**config.mk**
```make
export PLATFORM = sky130hd
export DESIGN_NAME = pc_sequencer
export DESIGN_NICKNAME = d
export VERILOG_FILES = /design/src/rtl/pc_seq_pkg.sv /design/src/rtl/pc_redirect_latch.sv /design/src/rtl/pc_sequencer.sv
export SDC_FILE = /design/constraint.sdc
export NUM_CORES = 1
export LEC_CHECK = 0
export BUFFER_PORTS_ARGS = -buffer_cell sky130_fd_sc_hd__clkbuf_2
export CELL_PAD_IN_SITES_DETAIL_PLACEMENT = 0
export CELL_PAD_IN_SITES_GLOBAL_PLACEMENT = 1
export CORE_MARGIN = 2
export CORE_UTILIZATION = 41
export CTS_BUF_LIST = sky130_fd_sc_hd__clkbuf_4
export CTS_CLUSTER_SIZE = 8
export DETAILED_ROUTE_END_ITERATION = 16
export GPL_ROUTABILITY_DRIVEN = 0
export PLACE_DENSITY = 0.85
export REMOVE_ABC_BUFFERS = 1
export SLEW_MARGIN = 20
export SYNTH_ARGS = -nofsm -noshare
export SYNTH_HDL_FRONTEND = slang
export SYNTH_SLANG_ARGS = --single-unit
export TNS_END_PERCENT = 20
```
**constraint.sdc**
```tcl
create_clock -name clk -period 2.9 [get_ports clk]
set_input_delay 0 -clock clk [delete_from_list [all_inputs] [get_ports clk]]
set_output_delay 0 -clock clk [all_outputs]
set_load 0.02 [all_outputs]
```
**src/rtl/pc_seq_pkg.sv**
```systemverilog
// Shared types and default constants for the fetch-stage program counter.
// Holds the sequencer state encoding and the default vectors/increment.
package pc_seq_pkg;

    typedef enum logic [1:0] {
        ST_BOOT = 2'd0,
        ST_RUN  = 2'd1,
        ST_HALT = 2'd2
    } pc_state_e;

    localparam logic [31:0] DEF_RESET_VECTOR = 32'h0040_0000;
    localparam logic [31:0] DEF_EXC_VECTOR   = 32'h8000_0180;
    localparam int          DEF_INC          = 4;
    localparam int          ALIGN_BITS       = $clog2(DEF_INC);

    // Mask that clears the byte-offset bits below one fetch step.
    function automatic logic [31:0] align_mask32(input int inc);
        logic [31:0] v_mask;
        v_mask = '1;
        for (int i = 0; i < 32; i++) begin
            if (i < $clog2(inc)) v_mask[i] = 1'b0;
        end
        return v_mask;
    endfunction

endpackage

```
**src/rtl/pc_redirect_latch.sv**
```systemverilog
// One-entry buffer holding a branch/jump target that could not be taken yet.
// Updates on the clock edge; a set in the same cycle as a clear keeps the new target.
module pc_redirect_latch
    import pc_seq_pkg::*;
#(
    parameter int N = 32
) (
    input  logic         clk,
    input  logic         rst,
    input  logic         i_set,
    input  logic [N-1:0] i_target,
    input  logic         i_clr,
    output logic         o_valid,
    output logic [N-1:0] o_target
);

    logic         r_valid;
    logic [N-1:0] r_target;

    always_ff @(posedge clk or posedge rst) begin
        if (rst) begin
            r_valid  <= 1'b0;
            r_target <= '0;
        end else if (i_set) begin
            r_valid  <= 1'b1;
            r_target <= i_target;
        end else if (i_clr) begin
            r_valid  <= 1'b0;
        end
    end

    assign o_valid  = r_valid;
    assign o_target = r_target;

endmodule

```
**src/rtl/pc_sequencer.sv**
```systemverilog
// Fetch-stage PC: boot gating, stall/redirect with a pending buffer, exceptions, halt.
// New PC visible one cycle after the deciding edge; stall/halt hold the PC in place.
module pc_sequencer
    import pc_seq_pkg::*;
#(
    parameter int           N            = 32,
    parameter logic [N-1:0] RESET_VECTOR = N'(DEF_RESET_VECTOR),
    parameter logic [N-1:0] EXC_VECTOR   = N'(DEF_EXC_VECTOR),
    parameter int           INC          = DEF_INC
) (
    input  logic         clk,
    input  logic         reset,
    input  logic         stall,
    input  logic         redirect_valid,
    input  logic [N-1:0] redirect_target,
    input  logic         exc_valid,
    input  logic         halt_req,
    input  logic         resume,
    output logic [N-1:0] pc,
    output logic [N-1:0] pc_plus_inc,
    output logic         pc_valid,
    output logic [N-1:0] epc,
    output logic         halted
);

    localparam logic [N-1:0] LP_INC        = N'(INC);
    localparam logic [N-1:0] LP_ALIGN_MASK = N'(align_mask32(INC));

    pc_state_e    r_state;
    pc_state_e    w_state_nxt;
    logic [N-1:0] r_pc;
    logic [N-1:0] r_epc;
    logic [N-1:0] w_pc_nxt;
    logic [N-1:0] w_epc_nxt;
    logic [N-1:0] w_pc_plus;
    logic [N-1:0] w_tgt_aligned;
    logic         w_pend_set;
    logic         w_pend_clr;
    logic         w_pend_vld;
    logic [N-1:0] w_pend_tgt;

    assign w_pc_plus     = r_pc + LP_INC;
    assign w_tgt_aligned = redirect_target & LP_ALIGN_MASK;

    pc_redirect_latch #(
        .N(N)
    ) u_pending (
        .clk      (clk),
        .rst      (reset),
        .i_set    (w_pend_set),
        .i_target (w_tgt_aligned),
        .i_clr    (w_pend_clr),
        .o_valid  (w_pend_vld),
        .o_target (w_pend_tgt)
    );

    always_ff @(posedge clk or posedge reset) begin
        if (reset) begin
            r_state <= ST_BOOT;
            r_pc    <= RESET_VECTOR;
            r_epc   <= '0;
        end else begin
            r_state <= w_state_nxt;
            r_pc    <= w_pc_nxt;
            r_epc   <= w_epc_nxt;
        end
    end

    // Exceptions outrank everything; in HALT they also restart fetching.
    always_comb begin
        w_state_nxt = r_state;
        w_pc_nxt    = r_pc;
        w_epc_nxt   = r_epc;
        w_pend_set  = 1'b0;
        w_pend_clr  = 1'b0;
        unique case (r_state)
            ST_BOOT: begin
                w_state_nxt = ST_RUN;
            end
            ST_RUN: begin
                if (exc_valid) begin
                    w_epc_nxt  = r_pc;
                    w_pc_nxt   = EXC_VECTOR;
                    w_pend_clr = 1'b1;
                end else if (halt_req) begin
                    w_state_nxt = ST_HALT;
                    w_pend_set  = redirect_valid;
                end else if (stall) begin
                    w_pend_set = redirect_valid;
                end else if (redirect_valid) begin
                    w_pc_nxt   = w_tgt_aligned;
                    w_pend_clr = 1'b1;
                end else if (w_pend_vld) begin
                    w_pc_nxt   = w_pend_tgt;
                    w_pend_clr = 1'b1;
                end else begin
                    w_pc_nxt = w_pc_plus;
                end
            end
            ST_HALT: begin
                if (exc_valid) begin
                    w_state_nxt = ST_RUN;
                    w_epc_nxt   = r_pc;
                    w_pc_nxt    = EXC_VECTOR;
                    w_pend_clr  = 1'b1;
                end else begin
                    w_pend_set = redirect_valid;
                    if (resume) w_state_nxt = ST_RUN;
                end
            end
            default: begin
                w_state_nxt = ST_BOOT;
            end
        endcase
    end

    assign pc          = r_pc;
    assign pc_plus_inc = w_pc_plus;
    assign pc_valid    = (r_state == ST_RUN);
    assign epc         = r_epc;
    assign halted      = (r_state == ST_HALT);

endmodule

```
## Yosys cells after proc, flatten, opt, wreduce, memory -nomap -nowiden

Cells that the tools add are included.

| operators by class | value |
|---|---|
| add/subtract/negate cells | 1 |
| mux-type cells | 26 |
| reductions and logical operators | 7 |
| eq/ne operators | 8 |

Operator list:

| cell | count |
|---|---|
| two-way mux 32 bit | 6 |
| one-hot mux 32 bit (2 select lines) | 1 |
| adder 32 x 3 -> 32 bit (second input constant) | 1 |
| two-way mux 1 bit | 12 |
| != test 3 bit (second input constant) | 3 |
| two-way mux 2 bit | 4 |
| != test 2 bit (second input constant) | 3 |
| one-hot mux 2 bit (3 select lines) | 1 |
| one-hot mux 1 bit (2 select lines) | 2 |
| AND reduction 4 bit | 1 |
| nonzero test 2 bit | 2 |
| AND reduction 3 bit | 1 |
| == test 2 x 1 -> 1 bit (second input constant) | 1 |
| == test 2 bit (second input constant) | 1 |
| logical NOT 2 bit | 1 |
| AND reduction 2 bit | 1 |
| OR reduction 2 bit | 1 |

| storage, ports and cells | value |
|---|---|
| word-level logic and storage cells | 47 |
| flip-flop bits (word level) | 97 |

## Longest topological paths before layout

Gate-level depths: netlist of run 1.

| depth | value |
|---|---|
| depth after elaboration | 8 |
| depth in mapped cells | 11 |

## By module

From an unflattened synthesis of run 1, not the netlist that was laid out.

| unflattened totals | value |
|---|---|
| cells, all modules | 501 |
| area, all modules | 5388.9 µm² |

By module, submodules not included:

| module | times used | area each (µm²) | cells an instance |
|---|---|---|---|
| pc_sequencer | 1 | 4007.6 | 429 |
| pc_redirect_latch | 1 | 1381.3 | 72 |

## Worst setup path after synthesis of run 1

Ideal clock, no wire load.

| timing path | value |
|---|---|
| path type | register to register |
| start point | register r_pc[4], in the netlist pc[4] |
| end point | register r_pc[27], in the netlist pc[27] |
| data required time | 2831 ps |
| data arrival time | 2464 ps |
| period minus slack after synthesis | 2533 ps |
| path slack | 367 ps |
| cell stages (with the launch flop) | 8 |
| library setup time | 69 ps |
| path buffers | 2 |
| path through | dfrtp_1 > buf_2 > nand3_2 > or4_4 > buf_6 > or4_4 > or4_1 > nand3_1 |

| on the way | value |
|---|---|
| longest elaborated chain between the ends | 7 |

Ends and longest elaborated chain:

| item | RTL line | RTL |
|---|---|---|
| start: declaration | pc_sequencer.sv:31 | `logic [N-1:0] r_pc;` |
| start signal: assignment | pc_sequencer.sv:64 | `r_pc <= w_pc_nxt;` |
| adder 32 x 3 -> 32 bit | pc_sequencer.sv:42 | `assign w_pc_plus = r_pc + LP_INC;` |
| two-way mux 32 bit | pc_sequencer.sv:93 | `end else if (w_pend_vld) begin` |
| two-way mux 32 bit | pc_sequencer.sv:90 | `end else if (redirect_valid) begin` |
| two-way mux 32 bit | pc_sequencer.sv:88 | `end else if (stall) begin` |
| two-way mux 32 bit | pc_sequencer.sv:85 | `end else if (halt_req) begin` |
| two-way mux 32 bit | pc_sequencer.sv:81 | `if (exc_valid) begin` |
| one-hot mux 32 bit (2 select lines) | pc_sequencer.sv:76 | `unique case (r_state)` |

No other way between the ends. The select of a mux whose other input is x is not followed.
A chain may end at the register's enable or synchronous reset.

## Worst setup path in the final report of run 1

| timing path | value |
|---|---|
| start point | register r_pc[5], in the netlist pc[5] |
| end point | output pc_plus_inc[25] |

| on the way | value |
|---|---|
| longest elaborated chain between the ends | 1 |

Ends and longest elaborated chain:

| item | RTL line | RTL |
|---|---|---|
| adder 32 x 3 -> 32 bit | pc_sequencer.sv:42 |  |
| end: declaration | pc_sequencer.sv:20 | `output logic [N-1:0] pc_plus_inc,` |

No other way between the ends.

==> results of run 1 <==
==> cell type report <==
type / count / area (um^2)
clock buffers: 10 / 75.07
clock inverters: 6 / 53.80
fillers: 1153 / 5732
inverters: 18 / 70.07
multi-input cells: 365 / 2541
flip-flops and latches: 93 / 2333
well taps: 168 / 210.2
repair buffers: 176 / 1096
==> sequential cells by signal, indices dropped and copies added, names as in the netlist <==
register	flops
pc	30
u_pending.o_valid	1
epc	30
r_state	2
u_pending.o_target	30
==> stage by stage <==
step	setup TNS (ps)	power [W]	cells	util, %
2_1_floorplan	-32290	0.003782	476	-
3_3_place_gp	0	0.004621	786	48.78
3_5_place_dp	0	0.004732	787	48.84
4_1_cts	0	0.005485	836	52.63
5_1_grt	0	0.005834	836	52.68
6_report	0	0.005466	836	52.68
==> power breakdown <==
part	internal (W)	switching, W
clock	0.000263	0.000456
combinational	0.00102	0.00148
sequential	0.00179	0.000460
==> worst min-delay path, stage by stage <==
cell      delay (ps)
clkbuf_2         130
inv_1             60
o21ai_0           60
o21ai_0          110
o21ai_0          100
==> placed cells by master, fill, tap and decap left out, types with 6 or more instances in the layout <==
cell type	n
o2bb2ai_1	7
conb_1	6
nand4_1	9
nor2_1	40
a21oi_1	16
xnor2_1	16
dlygate4sd3_1	33
clkbuf_2	128
inv_1	16
mux2_2	55
a22oi_1	6
clkbuf_4	10
nand2_1	34
o21ai_0	34
o22ai_1	9
nor3_1	8
a221oi_1	8
xor2_1	11
buf_4	14
nand3_1	24
dfrtp_1	88
==> final timing paths <==
check	startpoint	slack [ps]	depth (start not counted)	end
worst max-delay path	pc[5]	150	5	pc_plus_inc[25]
worst min-delay path	halt_req	30	5	r_state[0]
worst max register to register	r_state[0]	330	7	pc[31]
worst min register to register	epc[18]	500	2	epc[18]
max in group asynchronous	reset	2350	4	pc[12]
min in group asynchronous	reset	150	4	u_pending.o_target[3]
==> kinds of logic after synthesis <==
group	Yosys count
AND/OR/NAND/NOR	157
AO/OA/AOI/OAI	112
flip-flops	93
buffers and inverters	63
multiplexers	58
XOR/XNOR	27
adder cells (fa/ha/maj)	5
other	1
==> timing repair <==
action                                 in CTS  in global routing
gates resized for setup                     0                  4
setup endpoints to repair                   0                  3
hold buffers                               33                  0
endpoints found under the hold margin     154                  0
==> metal layers <==
layer / wire [um] / share of wire [%] / vias to the layer above
met5: 0 / 0 / -
met4: 313 / 2.1 / 0
met3: 882 / 5.8 / 25
met2: 7129 / 47 / 167
met1: 6849 / 45 / 2255
li1: - / - / 2153
==> impl_metrics.py, run 1 <==
metrics = {
    "clocking": {
        "cts_sinks": 93,
        "cts.htree.levels": 3,
        "clock_tree.buffer_depth": 2,
        "numCtsBuffers": 9,
        "post_cts_buffers": 0,
        "clock_latency_ps": 480,
        "cts_root_buf": "clkbuf_4",
        "clkSlewWorstSetupHoldPaths_ps": 140,
        "cts_tree": "done",
    },
    "yosys": {
        "synth_top_area_cell": "dfrtp_1",
        "synth_cells": 516,
        "synth_simple_gate_area_share_pct": 15.61,
        "synth_warnings": 0,
        "synth_ff_type": "dfrtp_1",
        "synth_area_leaders": "dfrtp_1 45%, mux2_2 12%, o21ai_0 3.3%",
        "synth_common_cells": "92 x dfrtp_1, 55 x mux2_2, 40 x nor2_1",
        "synth-compound-area-share_pct": 14.71,
        "synth_top_family_by_area": "simple AND/OR/NAND/NOR gates",
        "yosys.area_share.adder_pct": 1.220,
        "synth.area.mux_share_pct": 12.66,
        "async_flop_share_pct": 100.0,
        "post-synth-top-count-cell": "dfrtp_1",
        "syn_area_per_cell_um2": 9.942,
        "synth-edff-count": 0,
        "synth.top_cell.area_share_pct": 44.88,
        "yosys.cell_types.count": 59,
        "seq_area_frac_synth_pct": 45.39,
        "yosys.area_share.xor_xnor_pct": 4.610,
        "synth_seq_cells": 93,
        "syn-cell-area_mm2": 0.005130,
    },
    "timing": {
        "timing.fmax_mhz": 363.1,
        "finalCritPeriodShare_pct": 94.97,
        "relSlewSlack_pct": 40.78,
        "rsz0062_at_grt": "false",
        "hold_slack_ps": 28.92,
        "maxSlewViolCount": 0,
        "worst_pin_slew_ps": 885.1,
        "hold_viol": 0,
        "worst_slack_ps": 145.8,
        "clock_skew_ps": 21.25,
        "fin_crit_ps": 2754,
        "setup_viol": 0,
    },
    "die": {
        "row_count": 40,
        "die_area_mm2": 0.01342,
        "die_width_um": 115.9,
        "ios": 137,
        "die_y_um": 115.9,
        "coreArea_mm2": 0.01211,
        "floorplan.initialDensity_pct": 42.36,
    },
    "layout": {
        "area_growth_pct": 24.37,
        "n_antenna_cell": 0,
        "drive_gt1_share_pct": 34.73,
        "num-nets-final": 707,
        "final_area_mm2": 0.006380,
    },
    "worst_setup_path": {
        "crit_buf_inv": 1,
        "slowest_stage": "or4_4",
        "required_ps": 2900,
        "crit_arrival_ps": 2750,
        "crit_type": "register to primary output",
        "cp_max_fo": 9,
        "startpoint_type": "register",
        "critical_path.top_delay_family": "simple AND/OR/NAND/NOR gates",
        "critPathMaxStageDelay_ps": 660,
        "path_cells": "nand3_2, or4_4, or4_4, xnor2_1, clkbuf_2",
        "crit_path_frequent_cell": "or4_4",
        "crit_path_end_kind": "primary output",
    },
    "place": {
        "dpl_cell_area_mm2": 0.005916,
        "place_ws_ps": 352.7,
        "port_buffers": 128,
        "hpwl_um": 10360,
    },
    "global_routing": {
        "first_global_vias": 4532,
        "use_met3_pct": 3.870,
        "gr-max-usage-layer": "met2",
        "grtUsageMet2_pct": 36.80,
        "grt_use_met1_pct": 31.94,
        "grt_pass1_wl_um": 23960,
        "antenna_found_initial": 0,
        "grt_usage_pct": 23.13,
        "grt_max_degree": 94,
        "gr-total-overflow": 0,
    },
    "detailed_routing": {
        "drt_wl_total_um": 15180,
        "detail-route-antenna-nets": 0,
        "routed_via_density": 5.502,
        "firstDrtPassIters": 5,
        "routedWlPerCell_um": 18.15,
        "num_vias": 4600,
        "drc": 0,
        "drt_iter0_drc": 244,
    },
    "pwr": {
        "powerDensity_mw_per_mm2": 856.8,
        "cellLeakagePower_nw": 2.964,
        "ir_drop_uv": 776.6,
    },
    "status": {
        "status": "finished clean",
    },
    "run": {
        "drv_cap": 0,
    },
    "min_path": {
        "hold_path_class": "primary input to register",
    },
}
Note: power is estimated with default switching activity, not from simulation.
==> run 2, diff against run 1 <==
--- a/config.mk
+++ b/config.mk
@@ -9,15 +9,16 @@
 export CELL_PAD_IN_SITES_DETAIL_PLACEMENT = 0
 export CELL_PAD_IN_SITES_GLOBAL_PLACEMENT = 1
 export CORE_MARGIN = 2
-export CORE_UTILIZATION = 41
+export CORE_UTILIZATION = 43
 export CTS_BUF_LIST = sky130_fd_sc_hd__clkbuf_4
 export CTS_CLUSTER_SIZE = 8
 export DETAILED_ROUTE_END_ITERATION = 16
 export GPL_ROUTABILITY_DRIVEN = 0
-export PLACE_DENSITY = 0.85
+export PLACE_DENSITY = 0.86
 export REMOVE_ABC_BUFFERS = 1
 export SLEW_MARGIN = 20
 export SYNTH_ARGS = -nofsm -noshare
 export SYNTH_HDL_FRONTEND = slang
+export SYNTH_HIERARCHICAL = 1
 export SYNTH_SLANG_ARGS = --single-unit
 export TNS_END_PERCENT = 20
==> run 2 against run 1 <==
Effect of this change: total power is 7.3% higher; synthesized cell count decreased by 2.9%; core utilization grew 2.8 points; final cell count is 0.60% higher; flip-flop and latch count increased by 6; critical endpoint is now pc_plus_inc[22]; largest cell class unchanged; highest routed layer unchanged.
==> impl_metrics.py, run 2 <==
metrics = {
    "pwr": {
        "clock_power_share_pct": 12.3,
        "ir_drop_uv": 683.9,
        "cellLeakagePower_nw": 3.319,
        "combPwrFrac_pct": 47.5,
        "powerDensity_mw_per_mm2": 872.4,
        "total_power_w": 0.005866,
        "p_int_w": 0.003318,
        "swShare_pct": 43.43,
        "p_switching_w": 0.002548,
        "power.share.sequential_pct": 40.2,
    },
    "min_path": {
        "hold_start": "stall",
        "hold_path_class": "primary input to register",
        "min_path_cells": 6,
    },
    "timing": {
        "relSlewSlack_pct": 37.60,
        "worst_pin_slew_ps": 932.7,
        "timing.fmax_mhz": 378.8,
        "clock_skew_ps": 25.01,
        "maxSlewViolCount": 0,
        "finalCritPeriodShare_pct": 91.04,
        "hold_viol": 0,
        "worst_slack_ps": 259.8,
        "fin_setup_tns_ps": 0,
        "setup_viol": 0,
        "fin_crit_ps": 2640,
        "rsz0062_at_grt": "false",
    },
    "yosys": {
        "yosys.cell_types.count": 61,
        "synth_common_cells": "98 x dfrtp_1, 37 x nand2_1, 30 x nor2_1",
        "post-synth-top-count-cell": "dfrtp_1",
        "syn_area_per_cell_um2": 10.76,
        "synth-edff-count": 0,
        "synth.top_cell.area_share_pct": 45.51,
        "synth_area_leaders": "dfrtp_1 46%, mux2_4 8.1%, mux2_2 5.9%",
        "syn-cell-area_mm2": 0.005389,
        "async_flop_share_pct": 100.0,
        "synth_top_area_cell": "dfrtp_1",
        "synth_ff_type": "dfrtp_1",
        "synth_cells": 501,
        "seq_area_frac_synth_pct": 45.99,
        "synth_seq_cells": 99,
        "synth_warnings": 6,
    },
    "worst_setup_path": {
        "crit_type": "register to primary output",
        "r2r-start": "r_state[0]",
        "required_ps": 2900,
        "crit_start": "pc[2]",
        "cp_max_fo": 10,
        "startpoint_type": "register",
        "ff2ff_path_depth": 8,
        "crit_path_end_kind": "primary output",
        "crit_arrival_ps": 2640,
    },
    "layout": {
        "final_common_cell": "clkbuf_2",
        "n_antenna_cell": 0,
        "final_cell_mix": "134 x clkbuf_2, 98 x dfrtp_1, 36 x nand2_1",
        "final_area_mm2": 0.006724,
        "num-nets-final": 712,
        "fin_util_pct": 55.52,
        "drive_gt1_share_pct": 36.26,
        "area_growth_pct": 24.77,
    },
    "clocking": {
        "post_cts_buffers": 0,
        "post_cts_resize_count": 0,
        "cts_root_buf": "clkbuf_4",
        "clock_tree.buffer_depth": 2,
        "clkSlewWorstSetupHoldPaths_ps": 180,
        "ctsHoldBuffers": 35,
        "clock_latency_ps": 500,
        "numCtsBuffers": 9,
        "cts.htree.levels": 3,
        "cts_sinks": 99,
        "cts_tree": "done",
    },
    "place": {
        "place_ws_ps": 588.7,
        "hpwl_um": 10520,
        "port_buffers": 134,
        "dpl_cell_area_mm2": 0.006245,
    },
    "global_routing": {
        "use_met3_pct": 4.916,
        "grt_use_met1_pct": 32.22,
        "gr-total-overflow": 0,
        "antenna_found_initial": 0,
        "grt_max_degree": 46,
        "grtUsageMet2_pct": 37.78,
        "grt_usage_pct": 23.35,
        "gr-max-usage-layer": "met2",
        "first_global_vias": 4553,
        "grt_pass1_wl_um": 23960,
    },
    "die": {
        "die_y_um": 116.0,
        "coreArea_mm2": 0.01211,
        "die_width_um": 116.0,
        "floorplan.initialDensity_pct": 44.49,
        "ios": 137,
        "die_area_mm2": 0.01344,
        "row_count": 40,
    },
    "run": {
        "drv_cap": 0,
    },
    "detailed_routing": {
        "routed_via_density": 5.526,
        "firstDrtPassIters": 5,
        "routedWlPerCell_um": 17.83,
        "detail-route-antenna-nets": 0,
        "drt_wl_total_um": 14990,
        "num_vias": 4647,
        "drt_iter0_drc": 298,
        "drc": 0,
    },
    "status": {
        "status": "finished clean",
    },
}
==> run 2: logic make-up (layout without fill, tap and decap cells) <==
kind of cell | after synthesis | in the layout | synth area share [%]
xor+xnor | 25 | 25 | 4.063
buf+inv | 52 | 223 | 4.945
other cells | 1 | 2 | 0.06959
mux | 61 | 61 | 14.67
compound gates | 101 | 101 | 12.89
flops | 99 | 99 | 45.99
fa+ha+maj | 5 | 5 | 1.161
simple gates | 157 | 157 | 16.21
==> run 2: final cells by class <==
| class | instances | area [um^2] |
|---|---|---|
| multi-input cells | 351 | 2663 |
| clock inverters | 7 | 60.06 |
| fillers | 1127 | 5388 |
| repair buffers | 187 | 1169 |
| inverters | 20 | 76.32 |
| well taps | 168 | 210.2 |
| clock buffers | 9 | 67.56 |
| flip-flops and latches | 99 | 2479 |
==> run 2: path summary, 6_finish.rpt <==
| kind | endpoint | slack, ps |
|---|---|---|
| setup / recovery | pc_plus_inc[22] | 260 |
| hold / removal | u_pending/o_valid | 110 |
| setup reg to reg | pc[8] | 550 |
| hold reg to reg | epc[29] | 510 |
| max in group asynchronous | epc[11] | 2010 |
| min in group asynchronous | u_pending/o_target[0] | 130 |
==> run 2: critical path, stage by stage (launching register included) <==
cell and delay [ps]:
dfrtp_1 570, ha_1 330, nand4_1 180, nor4_4 400, a31oi_1 170, or2_2 320, clkbuf_2 160
==> run 2: power by group through the flow <==
stage | clock, W | combinational [W] | sequential [W]
after floorplan | 0 | 0.00153 | 0.00267
after global placement | 0 | 0.00270 | 0.00234
after detailed placement | 0 | 0.00274 | 0.00238
after CTS | 0.000747 | 0.00280 | 0.00235
after global routing | 0.000804 | 0.00302 | 0.00244
final | 0.000722 | 0.00279 | 0.00236
==> run 2: through the flow <==
stage               instances  hold WS [ps]
finish                    841         113.9
global route              841         106.1
CTS                       841         70.25
detailed placement        790         146.4
global placement          790         146.3
floorplan                 470         89.07
==> run 2: layer usage <==
layer	vias to the layer above	share of wire [%]
met5	-	0
met2	169	48
met3	11	5.9
met1	2318	45
met4	0	0.97
li1	2149	-
==> run 3, diff against run 2 <==
--- a/config.mk
+++ b/config.mk
@@ -5,7 +5,8 @@
 export SDC_FILE = /design/constraint.sdc
 export NUM_CORES = 1
 export LEC_CHECK = 0
-export BUFFER_PORTS_ARGS = -buffer_cell sky130_fd_sc_hd__clkbuf_2
+export BUFFER_PORTS_ARGS = -buffer_cell sky130_fd_sc_hd__buf_4
+export CAP_MARGIN = 20
 export CELL_PAD_IN_SITES_DETAIL_PLACEMENT = 0
 export CELL_PAD_IN_SITES_GLOBAL_PLACEMENT = 1
 export CORE_MARGIN = 2
==> run 3 against run 2 <==
Effect of this change: combinational power grew 8.6%; sequential share of layout area decreased by 1.8 points; via count decreased by 1.5%; non-clock buffer count shrank 1; worst hold slack improved by 65 ps; critical path depth is the same; clock power up 4.8%; flip-flop and latch count unchanged; count of clock-buffer cells in the layout unchanged.
==> impl_metrics.py, run 3 (synthesis results as in run 2) <==
metrics = {
    "timing": {
        "setup_viol": 0,
        "finalCritPeriodShare_pct": 92.60,
        "worst_pin_slew_ps": 955.5,
        "relSlewSlack_pct": 36.17,
        "timing.fmax_mhz": 372.4,
        "maxSlewViolCount": 0,
        "hold_viol": 0,
        "fin_crit_ps": 2685,
        "worst_slack_ps": 214.7,
        "rsz0062_at_grt": "false",
        "clock_skew_ps": 23.42,
    },
    "worst_setup_path": {
        "path_cells": "ha_1, nand4_1, nor4_4, a31oi_1, or2_2, buf_4",
        "critPathMaxStageDelay_ps": 560,
        "required_ps": 2900,
        "slowest_stage": "dfrtp_1",
        "crit_type": "register to primary output",
        "crit_path_end_kind": "primary output",
        "crit_arrival_ps": 2690,
        "cp_max_fo": 10,
        "startpoint_type": "register",
    },
    "pwr": {
        "ir_drop_uv": 692.2,
        "cellLeakagePower_nw": 3.417,
        "total_power_w": 0.006147,
        "powerDensity_mw_per_mm2": 870.2,
    },
    "min_path": {
        "hold_path_class": "primary input to asynchronous set/reset pin",
    },
    "global_routing": {
        "gr-total-overflow": 0,
        "antenna_found_initial": 0,
        "grt_usage_pct": 23.59,
        "grt_pass1_wl_um": 24180,
        "first_global_vias": 4569,
        "grt_max_degree": 46,
    },
    "place": {
        "place_inst": 787,
        "place_ws_ps": 654.3,
        "dpl_cell_area_mm2": 0.006558,
        "hpwl_um": 10610,
        "port_buffers": 134,
    },
    "clocking": {
        "clkSlewWorstSetupHoldPaths_ps": 170,
        "clock_tree.buffer_depth": 2,
        "numCtsBuffers": 9,
        "cts_root_buf": "clkbuf_4",
        "cts_sinks": 99,
        "cts_tree": "done",
        "cts.htree.levels": 3,
        "clock_latency_ps": 490,
    },
    "detailed_routing": {
        "detail-route-antenna-nets": 0,
        "routedWlPerCell_um": 18.24,
        "drt_wl_total_um": 15330,
        "drt_iter0_drc": 265,
        "routed_via_density": 5.451,
        "firstDrtPassIters": 5,
        "drc": 0,
        "num_vias": 4579,
    },
    "die": {
        "ios": 137,
        "coreArea_mm2": 0.01211,
        "die_y_um": 116.0,
        "die_width_um": 116.0,
        "floorplan.initialDensity_pct": 44.49,
        "die_area_mm2": 0.01344,
        "row_count": 40,
    },
    "layout": {
        "area_growth_pct": 31.09,
        "final_cell_mix": "148 x buf_4, 98 x dfrtp_1, 37 x dlygate4sd3_1",
        "drive_gt1_share_pct": 35.71,
        "final_common_cell": "buf_4",
        "finalNonFillerCells": 840,
        "final_area_mm2": 0.007064,
        "num-nets-final": 711,
        "n_antenna_cell": 0,
        "nFillCells": 1105,
    },
    "run": {
        "drv_cap": 0,
    },
    "status": {
        "status": "finished clean",
    },
}
[run 3: path summary, 6_finish.rpt]
path	start	endpoint	slack, ps	depth (start not counted)
min in group clk	redirect_target[4]	u_pending/o_target[4]	270	3
setup reg to reg	r_state[0]	pc[19]	230	8
hold reg to reg	epc[22]	epc[22]	500	2
setup / recovery	pc[2]	pc_plus_inc[22]	210	6
hold / removal	reset	pc[1]	180	3
max in group asynchronous	reset	pc[16]	1970	4
[run 3: worst max-delay path, delay by kind of cell, from the launching register on]
family          cells  cell delay [ps]
compound gates      1              180
fa+ha+maj           1              340
buf+inv             1              160
flops               1              560
simple gates        3              960
[run 3: routing by layer]
metal  up-vias  GRT usage (%)  wire (um)
met5         -              0          0
met3        17          4.812        853
li1       2139              -          -
met2       150          38.09       7372
met4         0          8.254        260
met1      2273          31.74       6838
[run 3: per-stage QoR]
step | setup TNS [ps] | hold WS (ps) | util [%]
finish | 0 | 179.1 | 58.33
global route | 0 | 202.1 | 58.33
CTS | 0 | 158.5 | 58.32
detailed placement | 0 | 175.5 | 54.14
global placement | 0 | 153.6 | 54.14
floorplan | -134710 | 89.07 | -
[run 3: final cells by class]
cell class | count | area (um^2) | share of cell area, %
Clock buffer | 9 | 67.56 | 0.9564
Clock inverter | 7 | 67.56 | 0.9564
Inverter | 20 | 76.32 | 1.080
Multi-Input combinational cell | 351 | 2663 | 37.69
Sequential cell | 99 | 2479 | 35.09
Tap cell | 168 | 210.2 | 2.976
Timing Repair Buffer | 186 | 1501 | 21.25
[run 3: what timing repair did]
item                                    4_1_cts  5_1_grt
resized for setup                             0        0
endpoints found under the hold margin       138        0
hold buffers                                 37        0
endpoints found under the setup margin        0        0
buffers inserted                              0        0
[run 3: report_power, final]
part           internal, W  total [W]  switching, W  leakage [nW]
clock network     0.000260   0.000757      0.000498        0.0698
registers          0.00190    0.00236      0.000459          1.28
logic              0.00146    0.00303       0.00157          2.07
total              0.00362    0.00615       0.00253          3.42
